[src/rtl/display_scan_driver.sv]
// Multiplexed 7-segment scan driver: prescaled digit scan, BCD shadow register, registered outputs.
// Optional macro LEADING_ZERO_BLANK_EN darkens leading zero digits (digit 0 is never suppressed).
module display_scan_driver #(
  parameter int NUM_DIGITS = 4,
  parameter int CLK_DIV    = 50000
) (
  input  logic                    clk,
  input  logic                    reset,
  input  logic [4*NUM_DIGITS-1:0] bcd_in,
  input  logic                    load,
  input  logic                    blank,
  output logic [6:0]              seg_out,
  output logic [NUM_DIGITS-1:0]   dig_en,
  output logic                    frame_tick
);

  localparam int PW = $clog2(CLK_DIV);
  localparam int IW = (NUM_DIGITS > 1) ? $clog2(NUM_DIGITS) : 1;
  localparam logic [PW-1:0] PRESC_MAX = PW'(CLK_DIV - 1);
  localparam logic [IW-1:0] IDX_MAX   = IW'(NUM_DIGITS - 1);
  localparam logic [6:0]    SEG_DARK  = 7'h7F;

  logic [PW-1:0]             presc_p0;
  logic [IW-1:0]             idx_p0;
  logic [4*NUM_DIGITS-1:0]   shadow_p0;
  logic                      slot_tick;
  logic [3:0]                cur_nib;
  logic                      suppress;

  function automatic logic [6:0] seg_decode(input logic [3:0] d);
    logic [6:0] s;
    case (d)
      4'd0:    s = 7'h40;
      4'd1:    s = 7'h79;
      4'd2:    s = 7'h24;
      4'd3:    s = 7'h30;
      4'd4:    s = 7'h19;
      4'd5:    s = 7'h12;
      4'd6:    s = 7'h02;
      4'd7:    s = 7'h78;
      4'd8:    s = 7'h00;
      4'd9:    s = 7'h10;
      default: s = SEG_DARK;
    endcase
    return s;
  endfunction

  function automatic logic [NUM_DIGITS-1:0] onehot_low(input logic [IW-1:0] idx);
    logic [NUM_DIGITS-1:0] r;
    for (int i = 0; i < NUM_DIGITS; i++) r[i] = (idx != IW'(i));
    return r;
  endfunction

  assign slot_tick = (presc_p0 == PRESC_MAX);

  always_comb begin
    cur_nib = 4'hF;
    for (int i = 0; i < NUM_DIGITS; i++)
      if (idx_p0 == IW'(i)) cur_nib = shadow_p0[4*i +: 4];
  end

`ifdef LEADING_ZERO_BLANK_EN
  logic [NUM_DIGITS-1:0] hi_zero;
  logic                  zacc;

  // hi_zero[i]: nibble i and every nibble above it are zero
  always_comb begin
    hi_zero  = '0;
    zacc     = 1'b1;
    suppress = 1'b0;
    for (int i = NUM_DIGITS - 1; i >= 0; i--) begin
      zacc       = zacc & (shadow_p0[4*i +: 4] == 4'd0);
      hi_zero[i] = zacc;
    end
    for (int i = 1; i < NUM_DIGITS; i++)
      if (idx_p0 == IW'(i) && hi_zero[i]) suppress = 1'b1;
  end
`else
  assign suppress = 1'b0;
`endif

  // Stage 0: prescaler, scan index and shadow capture
  always_ff @(posedge clk or posedge reset) begin
    if (reset) begin
      presc_p0  <= '0;
      idx_p0    <= '0;
      shadow_p0 <= '1;
    end else begin
      if (load) shadow_p0 <= bcd_in;
      if (slot_tick) begin
        presc_p0 <= '0;
        idx_p0   <= (idx_p0 == IDX_MAX) ? '0 : idx_p0 + 1'b1;
      end else begin
        presc_p0 <= presc_p0 + 1'b1;
      end
    end
  end

  // Stage 1: registered outputs from the pre-edge index and shadow
  always_ff @(posedge clk or posedge reset) begin
    if (reset) begin
      seg_out    <= SEG_DARK;
      dig_en     <= '1;
      frame_tick <= 1'b0;
    end else begin
      frame_tick <= slot_tick && (idx_p0 == IDX_MAX);
      if (blank) begin
        seg_out <= SEG_DARK;
        dig_en  <= '1;
      end else begin
        seg_out <= suppress ? SEG_DARK : seg_decode(cur_nib);
        dig_en  <= onehot_low(idx_p0);
      end
    end
  end

endmodule

[config.mk]
export PLATFORM = sky130hd
export DESIGN_NAME = display_scan_driver
export DESIGN_NICKNAME = d
export VERILOG_FILES = /design/src/rtl/display_scan_driver.sv
export SDC_FILE = /design/constraint.sdc
export NUM_CORES = 1
export LEC_CHECK = 0
export CORE_AREA = 2 2 72 74
export CTS_CLUSTER_SIZE = 12
export DETAILED_ROUTE_END_ITERATION = 8
export DIE_AREA = 0 0 74 76
export GPL_TIMING_DRIVEN = 0
export PLACE_DENSITY = 0.79
export SLEW_MARGIN = 10
export SYNTH_ARGS = -nofsm -noshare
export SYNTH_HDL_FRONTEND = slang
export SYNTH_SLANG_ARGS = --single-unit
[constraint.sdc]
create_clock -name clk -period 3.4 [get_ports clk]
set_clock_uncertainty 0.1 [all_clocks]
set_input_delay 0.51 -clock clk [delete_from_list [all_inputs] [get_ports clk]]
set_output_delay 0.51 -clock clk [all_outputs]
set_load 0.05 [all_outputs]
# [Word level (Yosys, flattened, before mapping)]
# Memories as Yosys holds them, arrays and structs flattened.
# Index checks and enable logic that the tools add are counted.
[word_totals] register_bits=46 output_inout_bits=12 ramBits=0 romBits=112 memories=1 word_cells=27 inputBits=20 latchBits=0
[memory_table] name="(no name shown)" depth=16 width=7 rd=1 rd_clocked_by_memory_dff=0 wr=0 line="32" source="case (d)"
[op_classes] mux=8 n_div=0 shift=0 bitwise_logic=0 mul=0 n_lt_le_gt_ge=0 reduce_logical=3 eq_ne=7 addsub=2
[ops] operator="two-way mux 4 bit" count=5
[ops] operator="adder 16 x 1 -> 16 bit (second input constant)" count=1
[ops] operator="== test 16 bit (second input constant)" count=1
[ops] operator="two-way mux 16 bit" count=1
[ops] operator="two-way mux 7 bit" count=1
[ops] operator="== test 2 bit (second input constant)" count=2
[ops] operator="!= test 2 bit (second input constant)" count=2
[ops] operator="adder 2 x 1 -> 2 bit (second input constant)" count=1
[ops] operator="== test 2 x 1 -> 1 bit (second input constant)" count=1
[ops] operator="zero test 2 bit" count=1
[ops] operator="two-way mux 2 bit" count=1
[ops] operator="!= test 2 x 1 -> 1 bit (second input constant)" count=1
[ops] operator="nonzero test 2 bit" count=1
[ops] operator="logical AND 1 bit" count=1

# [Logic depth before layout (Yosys ltp)]
# Gate-level depths: netlist of run 1.
# An unclocked memory read counts as a cell.
[depth] ltp_word=7 depth_mapped=11 depth_no_buf=10

# [Least setup slack after synthesis of run 1]
# No wires, ideal clock.
[synth_path] path_kind="flip-flop to flip-flop" startpoint="register idx_p0[0]" endpoint="register seg_out[5]" arrival_time_ns=2.199 path_slack_ns=1.024 setup_ns=0.077 required_time_ns=3.223 n_path_buf=1 period_less_slack_ns=2.376 stages_incl_launch_ff=10 path_cell_list="dfrtp_1 ha_1 buf_6 nor3b_1 a2111oi_0 a221oi_1 inv_1 ha_1 or3_1 a21o_1"
[synth_via] elab_chain_cells=7 word_cells_on_any_way=10 classes_between="eq/ne (3); mux (5); reduce/logical (1); memory (1)"
[synth_rtl] item="from (decl)" line="24" source="logic [IW-1:0] idx_p0;"
[synth_rtl] item="from (signal assigned)" line="92" source="idx_p0 <= (idx_p0 == IDX_MAX) ? '0 : idx_p0 + 1'b1;"
[synth_rtl] item="zero test 2 bit" line="59" source="if (idx_p0 == IW'(i)) cur_nib = shadow_p0[4*i +: 4];"
[synth_rtl] item="two-way mux 4 bit (3 in series)" line="59"
[synth_rtl] item="two-way mux 4 bit (*)" line="59"
[synth_rtl] item="memory (16 x 7 bit) (*)"
[synth_rtl] item="two-way mux 7 bit (*)" line="107" source="if (blank) begin"
[synth_rtl] item="to (signal assigned)" line="111" source="seg_out <= suppress ? SEG_DARK : seg_decode(cur_nib);"
[synth_rtl] item="to (decl)" line="12" source="output logic [6:0] seg_out,"
# Every way passes the cells marked *; elsewhere a longest branch is shown, timed or not.
# A chain may end at the register's enable or synchronous reset.

# [Final worst setup path of run 1]
[layout_path] startpoint="register idx_p0[1]" endpoint="register seg_out[5]"
# Same word-level chain as after synthesis.

==> out/summary.txt, run 1 <==
GRT
--------------------------------------------------------------------------------------
Antenna violations before repair ........................................            0
Global-route wire length before repair ..................................      6750 um
Largest net degree at the start of global routing .......................           26
Vias in the first global route ..........................................         1441
Total GRT Usage .........................................................        15.9%
Gr ovfl total ...........................................................            0

PWR
--------------------------------------------------------------------------------------
Worst supply voltage drop on vdd ........................................     0.187 mV
Leakage .................................................................      1.09 nW
Total power .............................................................      1.10 mW
PD cells ................................................................  420 mW/mm^2

FINISH
--------------------------------------------------------------------------------------
Layout area overhead ....................................................        23.5%
Count of antenna diodes in the layout ...................................            0
Fraction of final layout cells sized beyond drive strength 1 ............        25.6%
Layout Nets .............................................................          248
Number of inserted filler cells in the final layout .....................          437

CLOCKING
--------------------------------------------------------------------------------------
Buffer depth of the longest clock path ..................................            2
Clock Tree Root ......................................................... sky130_fd_sc_hd__clkbuf_8
Resize count post-CTS ...................................................            0
# H-tree levels .........................................................            2
CTS Buf Count ...........................................................            5
Clock slew at reported path FFs .........................................      0.09 ns
CTS sink count ..........................................................           46
Count of hold buffers inserted by post-cts repair .......................            0
Worst skew pair latency .................................................      0.30 ns
Clock tree from TritonCTS ...............................................         done
Number of setup buffers added after CTS .................................            0

WORST SETUP PATH
--------------------------------------------------------------------------------------
Startpoint Class ........................................................         flop
Crit-path max FO ........................................................            9
Type of element capturing the critical path .............................         flop
Arrival time worst endpoint .............................................      2.90 ns
Critical path required time .............................................      3.54 ns
Crit path kind .......................................................... flop to flop

STA
--------------------------------------------------------------------------------------
Relative slew slack .....................................................        54.7%
Max-slew violation count ................................................            0
Setup TNS after final layout ............................................         0 ns
Fmax ....................................................................    0.362 GHz
Part of the cycle the worst path needs ..................................        81.2%
Final Setup Violations ..................................................            0
Post-layout minimum cycle time ..........................................      2.76 ns
Setup repair after global routing missed its margin .....................        false
Slew @ Worst Pin ........................................................     0.680 ns
Hold Violations, Final ..................................................            0

OUTCOME
--------------------------------------------------------------------------------------
Status .................................................................. finished, final reports clean

DETAILED ROUTING
--------------------------------------------------------------------------------------
Antenna Nets Post-Route .................................................            0
Routed vias/inst ........................................................         4.95
Router iterations before antenna repair .................................            4
Routed len/inst .........................................................      13.1 um
Total wire length after detailed routing ................................      3850 um
Detailed router's first-iteration violation count .......................          103
DRC violation count after routing .......................................            0
Vias after detailed routing .............................................         1450

SYNTH
--------------------------------------------------------------------------------------
Leading cell types by count after synthesis ............................. sky130_fd_sc_hd__dfstp_2 (27), sky130_fd_sc_hd__dfrtp_1 (19), sky130_fd_sc_hd__nor2_1 (18)
Asr flop ratio synth ....................................................         100%
Syn avg cell area .......................................................    11.5 um^2
Count of flip-flops with a built-in enable after synthesis ..............            0
Cell with the most instances after synthesis ............................ sky130_fd_sc_hd__dfstp_2
Proportion of synthesized chip area in sequential cells .................        56.0%
Number of distinct standard cells referenced by the synthesized netlist .           40
Post-synthesis instance total ...........................................          184
Cell type contributing the most total cell area after synthesis ......... sky130_fd_sc_hd__dfstp_2
Area share of the leading cell type in the synthesized netlist ..........        33.5%
Ys Warns ................................................................            0
Synth Net Count .........................................................          210
Total standard cell area after synthesis ................................ 0.00212 mm^2
Top area cells in the synthesized netlist ............................... sky130_fd_sc_hd__dfstp_2 (34%), sky130_fd_sc_hd__dfrtp_1 (22%), sky130_fd_sc_hd__mux2_2 (6.9%)
Top_reg_cell synth ...................................................... sky130_fd_sc_hd__dfstp_2
Yosys reg bits ..........................................................           46

PLACED DESIGN
--------------------------------------------------------------------------------------
RD Place Congestion .....................................................        0.806
Quantity of I/O buffers inserted on ports ...............................           30
Estimated wirelength of the detail-placed design ........................      2810 um

DIE
--------------------------------------------------------------------------------------
Die area ................................................................ 0.00562 mm^2
Vertical die dimension ..................................................        76 um
Die Span X ..............................................................        74 um
Initial standard-cell utilization of the core ...........................        43.1%
Placeable Area .......................................................... 0.00491 mm^2
Row cnt .................................................................           26
Ports placed on the boundary ............................................           32

JOB
--------------------------------------------------------------------------------------
Max-cap check violation count ...........................................            0

WORST HOLD PATH
--------------------------------------------------------------------------------------
Worst hold-check path type .............................................. flop to flop

==> critical path: stages, from the launching register on <==
cell and delay [ns]:
sky130_fd_sc_hd__dfrtp_1 0.38, sky130_fd_sc_hd__inv_1 0.08, sky130_fd_sc_hd__ha_1 0.19, sky130_fd_sc_hd__buf_6 0.14
sky130_fd_sc_hd__nor3b_1 0.22, sky130_fd_sc_hd__a2111oi_0 0.13, sky130_fd_sc_hd__a221oi_1 0.58, sky130_fd_sc_hd__inv_1 0.10
sky130_fd_sc_hd__ha_1 0.20, sky130_fd_sc_hd__or3_1 0.39, sky130_fd_sc_hd__a21o_1 0.20
==> sequential cells by signal, indices dropped and copies added, names as in the netlist <==
register	cells
presc_p0	16
shadow_p0	16
seg_out	7
dig_en	4
idx_p0	2
frame_tick	1
==> final timing paths <==
path / depth (start not counted) / end / slack (ns) / startpoint
worst max register to register: 10 / seg_out[5] / 0.64 / idx_p0[1]
max in group asynchronous: 3 / shadow_p0[8] / 2.19 / reset
worst min register to register: 1 / presc_p0[0] / 0.38 / presc_p0[0]
min in group asynchronous: 2 / presc_p0[10] / 0.44 / reset
worst min-delay path: 1 / presc_p0[0] / 0.38 / presc_p0[0]
worst max-delay path: 10 / seg_out[5] / 0.64 / idx_p0[1]
==> stage by stage <==
step	cell area [um^2]	hold WS (ns)	setup WS [ns]	cells	util [%]
after detailed placement	2530	0.371	0.664	285	51.5
after global routing	2610	0.415	0.356	293	53.2
final	2610	0.377	0.641	293	53.2
after global placement	2500	0.363	0.799	284	51.0
after CTS	2610	0.382	0.638	293	53.2
after floorplan	2120	0.345	1.02	184	-
==> cell usage in the layout, fill, tap and decap left out, drive strengths merged, types with 4 or more instances in the layout <==
master / Yosys / final
buf: 4 / 5
clkbuf: 2 / 8
clkdlybuf4s50: 0 / 30
dfrtp: 19 / 19
dfstp: 27 / 27
ha: 6 / 6
inv: 11 / 11
mux2: 13 / 13
nand2: 14 / 14
nand3: 9 / 9
nor2: 18 / 18
nor3b: 4 / 4
o21ai: 9 / 9
xnor2: 8 / 8
xor2: 6 / 6
==> cells by family after synthesis <==
logic type	after synthesis	synth area share (%)
buffers and inverters	17	3.96
multiplexers	14	7.39
AND/OR/NAND/NOR	62	15.0
flip-flops	46	56.0
XOR/XNOR	14	5.80
AO/OA/AOI/OAI	25	8.28
adder cells (fa/ha/maj)	6	3.55
==> cell type report <==
cell class / count / area, um^2 / share of cell area (%)
multi-input cells: 121 / 847 / 32.4
well taps: 70 / 87.6 / 3.35
repair buffers: 31 / 328 / 12.5
plain buffers: 6 / 42.5 / 1.63
clock buffers: 6 / 72.6 / 2.78
inverters: 11 / 41.3 / 1.58
clock inverters: 2 / 10.0 / 0.383
flip-flops and latches: 46 / 1180 / 45.3
==> power breakdown <==
part,switching [mW],internal [mW]
registers,0.0123,0.596
logic,0.0921,0.0758
clock network,0.179,0.143
total,0.284,0.815
==> routing by layer <==
layer / routed length (um) / up-vias / share of wire, % / GRT usage, %
met3: 131 / 7 / 3.4 / 4.76
met2: 1900 / 29 / 49 / 24.0
met5: 0 / - / 0 / 0
li1: - / 713 / - / -
met4: 80 / 0 / 2.1 / 6.91
met1: 1740 / 701 / 45 / 20.9
No activity file was read; power rests on OpenSTA's default activity.
==> run 2: changes to the inputs <==
clock period = 2.7 ns   (was 3.4 ns; I/O delays follow)
==> run 2 against run 1 <==
Net effect:
- first-iteration DRC count is 17% higher
- die area stayed put
- routed wire length is 0.23% lower
- total power is 26% higher
- worst setup slack worse by 0.42 ns
- sequential power is 26% higher
- largest power group unchanged
- global-route usage hardly changed
- utilization is 0.41 points higher
- critical endpoint is now seg_out[3]
- count of clock-buffer cells in the layout stayed put
- fmax is 11% higher
- combinational power is 28% higher
- clock power is 26% higher
==> out/summary.txt, run 2 (synthesis gave the netlist of run 1 again) <==
OUTCOME
---------------------------------------------------------------------------
Status ....................................................... finished, final reports clean

CLOCKING
---------------------------------------------------------------------------
Buffer depth of the longest clock path .......................            2
Clock slew at reported path FFs ..............................      0.09 ns
Clock Tree Root .............................................. sky130_fd_sc_hd__clkbuf_8
Worst skew pair latency ......................................      0.30 ns
CTS Buf Count ................................................            5
# H-tree levels ..............................................            2
Count of hold buffers inserted by post-cts repair ............            0
Clock tree from TritonCTS ....................................         done
CTS sink count ...............................................           46

DETAILED ROUTING
---------------------------------------------------------------------------
Detailed router's first-iteration violation count ............          121
Vias after detailed routing ..................................         1458
Routed vias/inst .............................................         4.96
Antenna Nets Post-Route ......................................            0
Router iterations before antenna repair ......................            4
DRC violation count after routing ............................            0
Total wire length after detailed routing .....................      3840 um
Routed len/inst ..............................................      13.1 um

WORST SETUP PATH
---------------------------------------------------------------------------
Crit path kind ............................................... flop to flop
Crit-path max FO .............................................            5
Type of element capturing the critical path ..................         flop
Worst reg2reg startpoint .....................................    idx_p0[0]
Worst reg-to-reg setup slack .................................      0.22 ns
Critical path required time ..................................      2.84 ns
Reg2reg end ..................................................   seg_out[3]
R2R depth ....................................................            8
Arrival time worst endpoint ..................................      2.62 ns
Startpoint Class .............................................         flop

DIE
---------------------------------------------------------------------------
Die area ..................................................... 0.00562 mm^2
Vertical die dimension .......................................        76 um
Placeable Area ............................................... 0.00491 mm^2
Die Span X ...................................................        74 um
Row cnt ......................................................           26
Initial standard-cell utilization of the core ................        43.1%
Ports placed on the boundary .................................           32

GRT
---------------------------------------------------------------------------
Met3 routing resource usage after global routing .............        4.76%
Global-route met2 utilization ................................        24.0%
Antenna violations before repair .............................            0
GRT met1 Usage ...............................................        20.8%
Total GRT Usage ..............................................        15.8%
Gr ovfl total ................................................            0
Global-route wire length before repair .......................      6730 um
Busiest layer in global routing ..............................         met2
Largest net degree at the start of global routing ............           26
Vias in the first global route ...............................         1442

STA
---------------------------------------------------------------------------
Max-slew violation count .....................................            0
Post-Route Hold Slack ........................................     0.333 ns
Fmax .........................................................    0.403 GHz
Setup TNS after final layout .................................         0 ns
Hold Violations, Final .......................................            0
Slew @ Worst Pin .............................................     0.637 ns
Post-layout minimum cycle time ...............................      2.48 ns
Relative slew slack ..........................................        57.4%
Setup repair after global routing missed its margin ..........        false
Part of the cycle the worst path needs .......................        91.8%
Final Setup Violations .......................................            0

PWR
---------------------------------------------------------------------------
Worst supply voltage drop on vdd .............................     0.236 mV
Fraction of power consumed by combinational cells ............        15.5%
Leakage ......................................................      1.10 nW
Portion of total power attributed to sequential cells ........        55.3%
PD cells .....................................................  527 mW/mm^2
Switching component of the power .............................     0.359 mW
Internal power summed over all cells .........................      1.03 mW
Sw frac ......................................................        25.8%
Fraction of power consumed by the clock network ..............        29.2%

FINISH
---------------------------------------------------------------------------
Final cell count without fillers .............................          294
Leading cell types in the layout, fill and taps excluded ..... sky130_fd_sc_hd__clkdlybuf4s50_1 (30), sky130_fd_sc_hd__dfstp_2 (27), sky130_fd_sc_hd__dfrtp_1 (19)
Fraction of final layout cells sized beyond drive strength 1 .        26.8%
Count of antenna diodes in the layout ........................            0
Layout Nets ..................................................          249
Most common cell after layout, fill and taps aside ........... sky130_fd_sc_hd__clkdlybuf4s50_1
Layout area overhead .........................................        24.5%
Post-Layout Inst Area ........................................ 0.00263 mm^2
Biggest regs ................................................. presc_p0: 16 flops, shadow_p0: 16 flops, seg_out: 7 flops
End-of-flow core utilization .................................        53.6%

PLACED DESIGN
---------------------------------------------------------------------------
Quantity of I/O buffers inserted on ports ....................           30
Estimated wirelength of the detail-placed design .............      2810 um
Number of placed cells counting well taps ....................          285
RD Place Congestion ..........................................        0.806
Post-place instance area ..................................... 0.00253 mm^2

WORST HOLD PATH
---------------------------------------------------------------------------
Worst hold-check path type ................................... primary input to asynchronous set/reset pin

JOB
---------------------------------------------------------------------------
Max-cap check violation count ................................            0

run 2: power groups by stage:
stage	Sequential, mW	Clock (mW)	Combinational, mW
floorplan	0.822	0	0.0916
global placement	0.777	0	0.204
detailed placement	0.779	0	0.213
CTS	0.768	0.411	0.214
global route	0.772	0.448	0.235
finish	0.767	0.405	0.215
run 2: worst max-delay path by stage:
stage               from          to  slack (ns)  cells after the start
6_report       idx_p0[0]  seg_out[3]        0.22                      8
5_1_grt        idx_p0[0]  seg_out[3]        0.07                      8
4_1_cts        idx_p0[1]  seg_out[5]        0.15                     10
3_5_place_dp   idx_p0[1]  seg_out[5]       -0.04                     10
3_3_place_gp   idx_p0[1]  seg_out[5]         0.1                     10
2_1_floorplan  idx_p0[0]  seg_out[5]        0.32                      9
run 2: layout make-up:
class / instances / area (um^2)
Clock inverter: 2 / 10.0
Buffer: 6 / 42.5
Multi-Input combinational cell: 121 / 860
Inverter: 11 / 41.3
Tap cell: 70 / 87.6
Fill cell: 431 / 2280
Clock buffer: 6 / 72.6
Timing Repair Buffer: 32 / 335
Sequential cell: 46 / 1180
run 2: worst max-delay path, stage by stage (launching register included):
cell	delay (ns)
sky130_fd_sc_hd__dfrtp_1	0.40
sky130_fd_sc_hd__inv_1	0.09
sky130_fd_sc_hd__ha_1	0.24
sky130_fd_sc_hd__nor3b_2	0.17
sky130_fd_sc_hd__a2111oi_1	0.52
sky130_fd_sc_hd__a221oi_2	0.14
sky130_fd_sc_hd__buf_4	0.18
sky130_fd_sc_hd__or4_1	0.49
sky130_fd_sc_hd__nand3_1	0.09
run 2: per-stage QoR:
| step | worst slack, ns | power, mW |
|---|---|---|
| global placement | 0.0986 | 0.981 |
| floorplan | 0.324 | 0.914 |
| CTS | 0.150 | 1.39 |
| finish | 0.222 | 1.39 |
| global route | 0.0665 | 1.46 |
| detailed placement | -0.0362 | 0.992 |
run 2: per-layer routing:
layer  vias up  wire [um]
li1        715          -
met1       705       1730
met2        32       1890
met3         6        132
met4         0         82
met5         -          0
run 2: what timing repair did:
action / CTS / global route
gates resized for setup: 1 / 2
gates cloned: 0 / 0
setup endpoints to repair: 2 / 2
hold endpoints to repair: 0 / 0
setup buffers: 0 / 1
==> run 3: changes to the inputs <==
SETUP_SLACK_MARGIN = 0.5   (was unset)
==> run 3 against run 2 <==
Net effect:
- sequential share of layout area down 4.4 points
- critical path type unchanged
- utilization increased by 5.8 points
- via count grew 7.2%
- sequential power rose by 0.7%
- largest power group unchanged
==> out/summary.txt, run 3 (synthesis gave the netlist of run 1 again) <==
DIE
----------------------------------------------------------------------------------------
Vertical die dimension ....................................................        76 um
Initial standard-cell utilization of the core .............................        43.1%
Die Span X ................................................................        74 um
Row cnt ...................................................................           26
Ports placed on the boundary ..............................................           32
Die area .................................................................. 0.00562 mm^2
Placeable Area ............................................................ 0.00491 mm^2

FINISH
----------------------------------------------------------------------------------------
Count of antenna diodes in the layout .....................................            0
Biggest regs .............................................................. presc_p0: 16 flops, shadow_p0: 16 flops, seg_out: 7 flops
End-of-flow core utilization ..............................................        59.4%
Register cell area after layout ........................................... 0.00119 mm^2
Layout Nets ...............................................................          262
Area of the multi-input gates ............................................. 0.00104 mm^2
Layout area overhead ......................................................        38.0%
Fraction of final layout cells sized beyond drive strength 1 ..............        38.0%
Most common cell after layout, fill and taps aside ........................ sky130_fd_sc_hd__clkdlybuf4s50_1
Final cell count without fillers ..........................................          307
Leading cell types in the layout, fill and taps excluded .................. sky130_fd_sc_hd__clkdlybuf4s50_1 (30), sky130_fd_sc_hd__dfstp_2 (27), sky130_fd_sc_hd__dfrtp_1 (18)
Number of inserted filler cells in the final layout .......................          393

STA
----------------------------------------------------------------------------------------
Slew @ Worst Pin ..........................................................     0.577 ns
Fmax ......................................................................    0.427 GHz
Final Setup Violations ....................................................            0
Max-slew violation count ..................................................            0
Part of the cycle the worst path needs ....................................        86.7%
Relative slew slack .......................................................        61.5%
Hold Violations, Final ....................................................            0
Setup TNS after final layout ..............................................         0 ns
Post-Route Hold Slack .....................................................     0.235 ns
Post-layout minimum cycle time ............................................      2.34 ns
Setup repair after global routing missed its margin .......................         true

WORST SETUP PATH
----------------------------------------------------------------------------------------
Slowest cell on the critical path ......................................... sky130_fd_sc_hd__or4_1
Worst setup path end ......................................................   seg_out[3]
Buf/Inv on CP .............................................................            3
Largest stage delay, worst path ...........................................      0.48 ns
CP dominant cell by count ................................................. sky130_fd_sc_hd__ha_4
Critical path cell sequence ............................................... ha_4 > buf_8 > nor2b_1 > or4_1 > o211a_4 > inv_4 > ha_4 > inv_1 > o21ai_0 > nand3_1
Critical path required time ...............................................      2.83 ns
Cell depth of the worst setup path ........................................           10
Arrival time worst endpoint ...............................................      2.47 ns
Crit path kind ............................................................ flop to flop
Worst reg-to-reg setup slack ..............................................      0.36 ns
Crit-path max FO ..........................................................            8
Category of cells accounting for the largest share of critical-path delay . simple AND/OR/NAND/NOR gates
Reg2reg end ...............................................................   seg_out[3]
Worst reg2reg startpoint ..................................................    idx_p0[0]
Startpoint Class ..........................................................         flop
Type of element capturing the critical path ...............................         flop
R2R depth .................................................................           10
Startpoint of the most critical setup path ................................    idx_p0[0]

DETAILED ROUTING
----------------------------------------------------------------------------------------
Routed len/inst ...........................................................      15.1 um
Routed vias/inst ..........................................................         5.09
Total wire length after detailed routing ..................................      4630 um
Router iterations before antenna repair ...................................            4
DRC violation count after routing .........................................            0
Detailed router's first-iteration violation count .........................           55
Vias after detailed routing ...............................................         1563
Antenna Nets Post-Route ...................................................            0

PWR
----------------------------------------------------------------------------------------
Total power ...............................................................      1.46 mW
Worst supply voltage drop on vdd ..........................................     0.319 mV
Internal power summed over all cells ......................................      1.06 mW
Leakage ...................................................................      1.19 nW
Sw frac ...................................................................        27.2%
Fraction of power consumed by the clock network ...........................        28.2%
PD cells ..................................................................  500 mW/mm^2
Switching component of the power ..........................................     0.397 mW
Fraction of power consumed by combinational cells .........................        18.9%
Portion of total power attributed to sequential cells .....................        52.9%

PLACED DESIGN
----------------------------------------------------------------------------------------
Number of placed cells counting well taps .................................          285
Estimated wirelength of the detail-placed design ..........................      2740 um
RD Place Congestion .......................................................        0.800
Quantity of I/O buffers inserted on ports .................................           30

GRT
----------------------------------------------------------------------------------------
Antenna violations before repair ..........................................            0
Global-route wire length before repair ....................................      7200 um
Vias in the first global route ............................................         1552
Largest net degree at the start of global routing .........................           38
Gr ovfl total .............................................................            0
Total GRT Usage ...........................................................        17.1%

JOB
----------------------------------------------------------------------------------------
Max-cap check violation count .............................................            0

OUTCOME
----------------------------------------------------------------------------------------
Status .................................................................... finished, final reports clean

WORST HOLD PATH
----------------------------------------------------------------------------------------
Worst hold-check path type ................................................ primary input to asynchronous set/reset pin

CLOCKING
----------------------------------------------------------------------------------------
# H-tree levels ...........................................................            2
Buffer depth of the longest clock path ....................................            2
Clock tree from TritonCTS .................................................         done
Clock Tree Root ........................................................... sky130_fd_sc_hd__clkbuf_8
CTS sink count ............................................................           46
Worst skew pair latency ...................................................      0.30 ns
CTS Buf Count .............................................................            5
Clock slew at reported path FFs ...........................................      0.09 ns

## run 3: stage by stage
step	area, um^2	setup WS (ns)
floorplan	2140	0.522
global placement	2530	0.280
detailed placement	2550	0.254
CTS	2780	0.479
global route	2920	0.280
finish	2920	0.359
## run 3: cell type report
cell class	instances	share of cell area, %
buffer	6	1.80
clock buffer	6	2.49
clock inverter	2	0.300
inverter	11	1.59
multi-input combinational	121	35.5
sequential	46	40.6
tap	70	3.00
timing repair buffer	45	14.7
## run 3: power by group through the flow
stage | combinational [mW] | clock (mW) | sequential (mW)
after floorplan | 0.0931 | 0 | 0.823
after global placement | 0.205 | 0 | 0.778
after detailed placement | 0.213 | 0 | 0.780
after CTS | 0.236 | 0.419 | 0.770
after global routing | 0.293 | 0.450 | 0.776
final | 0.275 | 0.411 | 0.772
## run 3: how the worst min path moves through the flow
stage                      startpoint           end  slack (ns)  cells past startpoint
after global routing            reset   presc_p0[4]        0.24                      2
final                           reset  presc_p0[11]        0.24                      2
after global placement    presc_p0[0]   presc_p0[0]        0.36                      1
after CTS                       reset  presc_p0[11]        0.23                      2
after floorplan           presc_p0[0]   presc_p0[0]        0.34                      1
after detailed placement  presc_p0[0]   presc_p0[0]        0.37                      1
## run 3: what timing repair did
action / in CTS / in global routing
hold buffers: 0 / 0
buffers inserted: 9 / 5
endpoints found under the setup margin: 7 / 9
pin swaps: 3 / 8
gates resized for setup: 17 / 19
## run 3: routing by layer
metal,share of wire [%],vias to the layer above,global-route usage (%)
met4,3.3,0,8.55
met2,52,41,26.5
met1,41,764,21.4
met3,3.7,14,5.16
met5,0,-,0
li1,-,744,-
